==> src/rtl/ahb_pkg.sv <==
// Shared AHB-Lite encodings and the master-arbiter state type.
package ahb_pkg;

  typedef enum logic [1:0] {
    IDLE   = 2'b00,
    BUSY   = 2'b01,
    NONSEQ = 2'b10,
    SEQ    = 2'b11
  } htrans_e;

  typedef logic [2:0] hsize_t;

  localparam logic HRESP_OKAY  = 1'b0;
  localparam logic HRESP_ERROR = 1'b1;

  typedef enum logic [1:0] {
    ARB_IDLE,
    ARB_ADDR,
    ARB_DATA
  } arb_state_e;

endpackage

==> src/rtl/ahb_lite_master_arbiter_rr_arbiter.sv <==
// Combinational round-robin picker: first requester at or after ptr_i wins.
module rr_arbiter #(
  parameter int unsigned N  = 2,
  parameter int unsigned IW = (N > 1) ? $clog2(N) : 1
) (
  input  logic [N-1:0]  req_i,
  input  logic [IW-1:0] ptr_i,
  output logic [N-1:0]  grant_o,
  output logic [IW-1:0] idx_o
);

  int unsigned   cand;
  logic [IW-1:0] cand_idx;
  logic          found;

  always_comb begin
    grant_o  = '0;
    idx_o    = '0;
    found    = 1'b0;
    cand     = 0;
    cand_idx = '0;
    for (int unsigned i = 0; i < N; i++) begin
      cand = 32'(ptr_i) + i;
      if (cand >= N) cand = cand - N;
      cand_idx = IW'(cand);
      if (!found && req_i[cand_idx]) begin
        found             = 1'b1;
        grant_o[cand_idx] = 1'b1;
        idx_o             = cand_idx;
      end
    end
  end

endmodule

==> src/rtl/ahb_lite_master_arbiter.sv <==
// Multi-master AHB-Lite front end: captures each master's address phase,
// stalls it, and replays it on the single shared bus in round-robin order.
module ahb_lite_master_arbiter
  import ahb_pkg::*;
#(
  parameter int unsigned NUM_MASTERS = 2,
  parameter int unsigned AW          = 32,
  parameter int unsigned DW          = 32
) (
  input  logic                      clk,
  input  logic                      rst,
  input  logic [2*NUM_MASTERS-1:0]  m_htrans,
  input  logic [AW*NUM_MASTERS-1:0] m_haddr,
  input  logic [NUM_MASTERS-1:0]    m_hwrite,
  input  logic [3*NUM_MASTERS-1:0]  m_hsize,
  input  logic [DW*NUM_MASTERS-1:0] m_hwdata,
  output logic [NUM_MASTERS-1:0]    m_hready,
  output logic [NUM_MASTERS-1:0]    m_hresp,
  output logic [DW-1:0]             m_hrdata,
  output logic [1:0]                s_htrans,
  output logic [AW-1:0]             s_haddr,
  output logic                      s_hwrite,
  output logic [2:0]                s_hsize,
  output logic [DW-1:0]             s_hwdata,
  input  logic                      s_hready,
  input  logic                      s_hresp,
  input  logic [DW-1:0]             s_hrdata
);

  localparam int unsigned IW = (NUM_MASTERS > 1) ? $clog2(NUM_MASTERS) : 1;

  arb_state_e             state_q;
  logic [IW-1:0]          owner_q, rr_q, win_idx;
  logic [NUM_MASTERS-1:0] owner_oh_q, win_oh;
  logic [NUM_MASTERS-1:0] pend_v_q, pend_v_d, accept, req, clr;
  logic [AW-1:0]          pend_addr_q [NUM_MASTERS];
  hsize_t                 pend_size_q [NUM_MASTERS];
  logic [NUM_MASTERS-1:0] pend_write_q;
  logic                   in_data;

  assign in_data  = (state_q == ARB_DATA);
  assign m_hrdata = s_hrdata;

  // Per-master handshake: the data-phase owner follows the slave, others stall while pending.
  always_comb begin
    m_hready = '1;
    m_hresp  = '0;
    accept   = '0;
    for (int unsigned m = 0; m < NUM_MASTERS; m++) begin
      if (in_data && owner_oh_q[m]) begin
        m_hready[m] = s_hready;
        m_hresp[m]  = s_hresp;
      end else begin
        m_hready[m] = !pend_v_q[m];
        m_hresp[m]  = HRESP_OKAY;
      end
      accept[m] = m_hready[m] && (m_htrans[2*m +: 2] inside {NONSEQ, SEQ});
    end
  end

  // Same-cycle captures join arbitration so an uncontended request issues next cycle.
  always_comb begin
    req = pend_v_q | accept;
    clr = '0;
    if (state_q == ARB_ADDR && s_hready) clr = owner_oh_q;
    pend_v_d = req & ~clr;
  end

  rr_arbiter #(
    .N  (NUM_MASTERS),
    .IW (IW)
  ) u_rr (
    .req_i   (req),
    .ptr_i   (rr_q),
    .grant_o (win_oh),
    .idx_o   (win_idx)
  );

  always_comb begin
    s_htrans = IDLE;
    s_haddr  = '0;
    s_hwrite = 1'b0;
    s_hsize  = '0;
    s_hwdata = '0;
    for (int unsigned m = 0; m < NUM_MASTERS; m++) begin
      if (owner_q == IW'(m)) begin
        if (state_q == ARB_ADDR) begin
          s_htrans = NONSEQ;
          s_haddr  = pend_addr_q[m];
          s_hwrite = pend_write_q[m];
          s_hsize  = pend_size_q[m];
        end
        if (in_data) s_hwdata = m_hwdata[DW*m +: DW];
      end
    end
  end

  always_ff @(posedge clk) begin
    if (rst) begin
      state_q      <= ARB_IDLE;
      owner_q      <= '0;
      owner_oh_q   <= '0;
      rr_q         <= '0;
      pend_v_q     <= '0;
      pend_write_q <= '0;
      for (int unsigned m = 0; m < NUM_MASTERS; m++) begin
        pend_addr_q[m] <= '0;
        pend_size_q[m] <= '0;
      end
    end else begin
      pend_v_q <= pend_v_d;
      for (int unsigned m = 0; m < NUM_MASTERS; m++) begin
        if (accept[m]) begin
          pend_addr_q[m]  <= m_haddr[AW*m +: AW];
          pend_write_q[m] <= m_hwrite[m];
          pend_size_q[m]  <= m_hsize[3*m +: 3];
        end
      end
      unique case (state_q)
        ARB_IDLE: begin
          if (|req) begin
            owner_q    <= win_idx;
            owner_oh_q <= win_oh;
            state_q    <= ARB_ADDR;
          end
        end
        ARB_ADDR: begin
          if (s_hready) begin
            state_q <= ARB_DATA;
            rr_q    <= (owner_q == IW'(NUM_MASTERS - 1)) ? '0 : owner_q + IW'(1);
          end
        end
        ARB_DATA: begin
          if (s_hready) begin
            if (|req) begin
              owner_q    <= win_idx;
              owner_oh_q <= win_oh;
              state_q    <= ARB_ADDR;
            end else begin
              state_q <= ARB_IDLE;
            end
          end
        end
        default: state_q <= ARB_IDLE;
      endcase
    end
  end

endmodule
==> config.mk <==
export PLATFORM = sky130hd
export DESIGN_NAME = ahb_lite_master_arbiter
export DESIGN_NICKNAME = d
export VERILOG_FILES = /design/src/rtl/ahb_pkg.sv /design/src/rtl/ahb_lite_master_arbiter_rr_arbiter.sv /design/src/rtl/ahb_lite_master_arbiter.sv
export SDC_FILE = /design/constraint.sdc
export NUM_CORES = 1
export LEC_CHECK = 0
export BUFFER_PORTS_ARGS = -buffer_cell sky130_fd_sc_hd__buf_2
export CORE_AREA = 2 2 111 113
export DETAILED_ROUTE_END_ITERATION = 8
export DIE_AREA = 0 0 113 115
export PLACE_DENSITY = 0.69
export SLEW_MARGIN = 20
export SYNTH_ARGS = -nofsm -noshare
export SYNTH_HDL_FRONTEND = slang
export SYNTH_HIERARCHICAL = 1
export SYNTH_SLANG_ARGS = --single-unit
==> constraint.sdc <==
create_clock -name clk -period 2.7 [get_ports clk]
set_clock_uncertainty 0.15 [all_clocks]
set_input_delay 0.405 -clock clk [delete_from_list [all_inputs] [get_ports clk]]
set_output_delay 0.405 -clock clk [all_outputs]
set_load 0.02 [all_outputs]
* Word-level counts from Yosys, hierarchy flattened
Memories as Yosys holds them, arrays and structs flattened.
Cells that the tools add are included.
Widths: inputs -> output; s select.
** Operators by class
- $lt $le $gt $ge :: 6
- Add/subtract/negate cells :: 4
- Equal/unequal tests :: 9
- Bitwise operators :: 8
- Reductions and logical operators :: 19
- Mux-type cells :: 64
** Operators with widths (number)
- $mux 32 :: 10
- $mux 1 :: 31
- $mux 2 :: 12
- $mux 3 :: 6
- $eq 2x2->1 const B :: 5
- $logic_and 1x1->1 :: 8
- $ne 2x2->1 const B :: 3
- $pmux 2 s3 :: 1
- $reduce_bool 2->1 :: 3
- $lt 1x2->1 const B :: 2
- $or 1x1->1 :: 4
- $or 2x2->2 :: 2
- $pmux 2 s2 :: 1
- $reduce_and 2->1 :: 2
- $logic_not 1->1 :: 3
- $reduce_and 3->1 :: 1
- $add 1x1->2 const B :: 1
- $and 2x2->2 :: 1
- $demux 1 s1 :: 2
- $eq 2x1->1 const B :: 1
- $ge 1x1->1 const B :: 2
- $ge 1x2->1 const B :: 1
- $ge 2x2->1 const B :: 1
- $logic_not 2->1 :: 1
- other kinds (5) :: 6
** Storage, ports and cells
- Register bits :: 10
- Memories :: 2
- Memory bits (writable) :: 70
- Output and inout bits :: 106
- Logic and storage cells :: 119
- Bits of input ports :: 176
** Memories
- pend_addr_q :: depth 2, width 32, rd ports 2, clocked after Yosys merged registers in 0, wr ports 2, line ahb_lite_master_arbiter.sv:36 : logic [AW-1:0] pend_addr_q [NUM_MASTERS];
- pend_size_q :: depth 2, width 3, rd ports 2, clocked after Yosys merged registers in 0, wr ports 2, line ahb_lite_master_arbiter.sv:37 : hsize_t pend_size_q [NUM_MASTERS];

* Depth between registers and ports, before layout
- Word-level depth :: 14
- Mapped depth :: 7
- Depth with buffers taken out :: 6

* Modules after synthesis
The synthesis kept the hierarchy.
** Modules (own cells, without submodules)
- ahb_lite_master_arbiter :: cells an instance 395, instances 1, sequential area each 2302.2 µm², area an instance 4375.4 µm²
- rr_arbiter :: cells an instance 4, instances 1, sequential area each 0.0 µm², area an instance 30.0 µm²

* Worst setup path before layout
Ideal clock, no wire load.
- Path type :: input to register
- Start :: in s_hready
- End :: mem pend_addr_q[1][0], in the netlist pend_addr_q[0][32] (enable)
- Slack :: 0.253 ns
- Arrival time :: 1.899 ns
- Cell stages on the path :: 4
- Path buffers :: 1
- Cells stage by stage :: buf_2 -> nor3b_2 -> a221o_1 -> nand2b_1
** RTL lines
- start: declaration :: line ahb_lite_master_arbiter.sv:25 : input logic s_hready,
- end: declaration :: line ahb_lite_master_arbiter.sv:36

* Final worst setup path
- Start :: reg state_q[0]
- End :: out s_hwdata[10]
** Between the ends
- Longest elaborated chain between the ends :: 5
** Ends and longest elaborated chain
- start: declaration :: line ahb_lite_master_arbiter.sv:32 : arb_state_e state_q;
- start signal: assignment :: line ahb_lite_master_arbiter.sv:100 : state_q <= ARB_IDLE;
- start signal: assignment :: line ahb_lite_master_arbiter.sv:124 : state_q <= ARB_ADDR;
- start signal: assignment :: line ahb_lite_master_arbiter.sv:129 : state_q <= ARB_DATA;
- $eq 2x2->1 * :: line ahb_lite_master_arbiter.sv:41 : assign in_data = (state_q == ARB_DATA);
- $mux 32 :: line ahb_lite_master_arbiter.sv:93 : if (in_data) s_hwdata = m_hwdata[DW*m +: DW];
- $mux 32 :: line ahb_lite_master_arbiter.sv:86 : if (owner_q == IW'(m)) begin
- $mux 32 :: line ahb_lite_master_arbiter.sv:93
- $mux 32 * :: line ahb_lite_master_arbiter.sv:86
- end: declaration :: line ahb_lite_master_arbiter.sv:24 : output logic [DW-1:0] s_hwdata,
Mark *: on every way between the ends. The rest lies on a longest branch, timed or not.

==> summary.md <==
| Metric | Value |
|---|---|
| Die height | 115 um |
| CTS Buf Count | 9 |
| NumNets Final | 751 |
| P_leak | approximately 2.6 nW |
| Hold Path End | pend_write_q[1]$_SDFFE_PP0P_ |
| CP Capture Type | output pin |
| Drt pass-1 iters | 6 |
| Tightest Pin Transition | roughly 0.69 ns |
| Tmin final | between 2 and 2.5 ns |
| Total global routing overflow | 0 |
| Post-CTS setup buffers | 0 |
| Cell Area, Synth | ~4400 sq um |
| Hold path cells | 3 |
| First-pass GRT wire length | between 15 and 20 mm |
| Die area | ~13,000 sq um |
| Largest net degree at the start of global routing | between 60 and 70 |
| Commonest cells after routing, fill and taps aside | buf_2 (214), mux2i_1 (71), and2_1 (70), edfxtp_1 (70), nor2_1 (69) |
| R2R Setup Slk | 0.53 ns |
| Drt total wl | ~12 mm |
| Synth unique cells | 29 |
| Antenna fix cells | 0 |
| Final hold violation count | 0 |
| Layout cells sized above 1 | a little over two fifths |
| Post-CTS Resized | 0 |
| Setup-failing EPs final | 0 |
| Reg-to-reg endpoint | pend_addr_q[0][32]$_SDFFCE_PN0P_ |
| Fmax | between 0.4 and 0.5 GHz |
| WL per Instance | 16.60 um |
| Core Area | 11,810 sq um |
| Post-synthesis sequential area ratio | 52.26% |
| Setup WS pre-CTS | ~0.5 ns |
| Initial antenna violation count | 0 |
| Worst-path maximum fanout | 15 |
| Syn Nets | 575 |
| Data required time of the worst path | 2.14 ns |
| Area grow syn2layout | 29.14% |
| Routed vias | between 3,000 and 4,000 |
| Remaining DRCs | 20 |
| Worst setup margin | approximately 0.31 ns |
| Sink Count | 80 |
| Max Root-Sink Buffers | 2 |
| Hpwl dp | roughly 9 mm |
| Hold Startpoint | m_hwrite[1] |
| Clk root buf | clkbuf_16 |
| Startpoint types | flop |
| Final setup TNS | 0 ns |
| Crit share post-route | just under 90% |
| Worst VDD drop | between 0.3 and 0.4 mV |
| # hold bufs at CTS | 0 |
| Min-delay worst type | input port to flop |
| #FFs+latches synth | 80 |
| Yosys warns | 6 |
| Worst r2r path cells | 5 |
| Clock transition at path regs | around 0.06 ns |
| Post-Place Cells | a little over 700 |
| Critical path class | flop to output pin |
| Syn Area/Cell | roughly 11 sq um |
| Row count | 40 |
| Failing checks | DRC |
| Ys async rst share | 0% |
| RePlAce Congestion | 0.8499 |
| Die width | approximately 110 um |
| Worst-Skew Late Latency | around 0.33 ns |
| Cells after Synth | around 400 |
| CTS tree | done |
| Initial DRC Count | 222 |
| CTS H-tree depth | 3 |
| Power, Total | about 3.2 mW |
| IO Pins | about 280 |
| Max Cap Viol | 0 |
| Post-route ant nets | 0 |
| Vias per inst | roughly 4.7 |
| Outcome | finished with violations |
| Fin cells | between 700 and 800 |
| Pwr dens | between 500 and 600 nW/um^2 |
| Input/output buffers | ~210 |
| Crit path DAT | roughly 1.8 ns |
| Unrepaired setup endpoints after global routing | no |
| Total GRT Usage | 17.43% |
| Vias in the first global route | 3,307 |
| # fillers | between 1,000 and 1,500 |
| Top FF cell, synth | edfxtp_1 |
| Max Slew Vio Count | 0 |
| Commonest non-fill, non-tap cell in the layout | buf_2 |
| Slew margin rel. | 54.32% |
| R2R Path Start | state_q[1]$_SDFFE_PP0P_ |
| Post-synth EDFFs | 70 |
| Starting Density | 37.30% |
## worst max-delay path: stages (launching register included)
cell	delay [ns]
dfxtp_1	0.47
nand2b_1	0.51
buf_4	0.30
nor2_1	0.07
buf_2	0.15
## kinds of logic (layout without fill, tap and decap cells)
kind of cell / Yosys count / in the layout / share of synthesized area, %
AND/OR/NAND/NOR: 162 / 162 / 19.06
other: 1 / 1 / 0.08512
buffers and inverters: 65 / 245 / 8.719
AO/OA/AOI/OAI: 20 / 20 / 3.749
multiplexers: 71 / 71 / 16.13
flip-flops: 80 / 80 / 52.26
## worst max path at each step
| stage | depth (start not counted) | from | endpoint |
|---|---|---|---|
| after floorplan | 4 | s_hready | pend_addr_q[0][32]$_SDFFCE_PN0P_ |
| after global placement | 6 | s_hready | pend_addr_q[0][30]$_SDFFCE_PN0P_ |
| after detailed placement | 6 | s_hready | pend_addr_q[0][57]$_SDFFCE_PN0P_ |
| after CTS | 4 | state_q[0]$_SDFFE_PP0P_ | s_hwdata[28] |
| after global routing | 4 | state_q[1]$_SDFFE_PP0P_ | s_hwdata[28] |
| final | 4 | state_q[0]$_SDFFE_PP0P_ | s_hwdata[10] |
## state kept, by name, summed over array words and instances (netlist names)
signal        flops
owner_oh_q        2
owner_q           1
pend_addr_q      64
pend_size_q       6
pend_v_q          2
pend_write_q      2
rr_q              1
state_q           2
## metrics by stage
stage / instance area, sq um / hold WS [ns] / utilization, %
floorplan: 4405 / 0.2857 / -
CTS: 5689 / 0.1579 / 48.17
detailed placement: 5429 / 0.3114 / 45.96
global route: 5689 / 0.1658 / 48.17
global placement: 5429 / 0.2936 / 45.96
finish: 5689 / 0.1658 / 48.17
## Yosys cell counts (all sizes together) (3+ instances only)
cell    instances  share of area, %
nor2           69               5.9
nand2b         10               1.4
buf            44               6.7
and2           70               9.9
edfxtp         70                48
mux2i          71                16
nand2           3              0.26
inv             7              0.60
a21boi          3              0.60
dfxtp          10               4.5
a21oi           6              0.94
a311oi          3              0.60
nor2b           3              0.43
clkbuf         14               1.4
## report_power, final
group	internal (mW)	total, mW	switching (mW)
Combinational	0.265	0.590	0.325
Clock	0.611	1.07	0.462
Sequential	1.47	1.52	0.0512
## cell type report
type	instances	area (sq um)	share of cell area [%]
Clock buffer	9	225.2	3.959
Clock inverter	6	35.03	0.6158
Inverter	7	26.28	0.4618
Multi-Input combinational cell	254	1724	30.31
Sequential cell	80	2306	40.53
Tap cell	147	183.9	3.233
Timing Repair Buffer	223	1189	20.89
## metal layers
| metal | part of all wire (%) | GRT usage [%] | wire [um] |
|---|---|---|---|
| met1 | 40 | 20.50 | 4824 |
| met3 | 10 | 5.324 | 1199 |
| met2 | 49 | 30.30 | 5847 |
| met5 | 0 | 0 | 0 |
| met4 | 1.5 | 6.260 | 178 |
(Power assumes the default switching activity.)
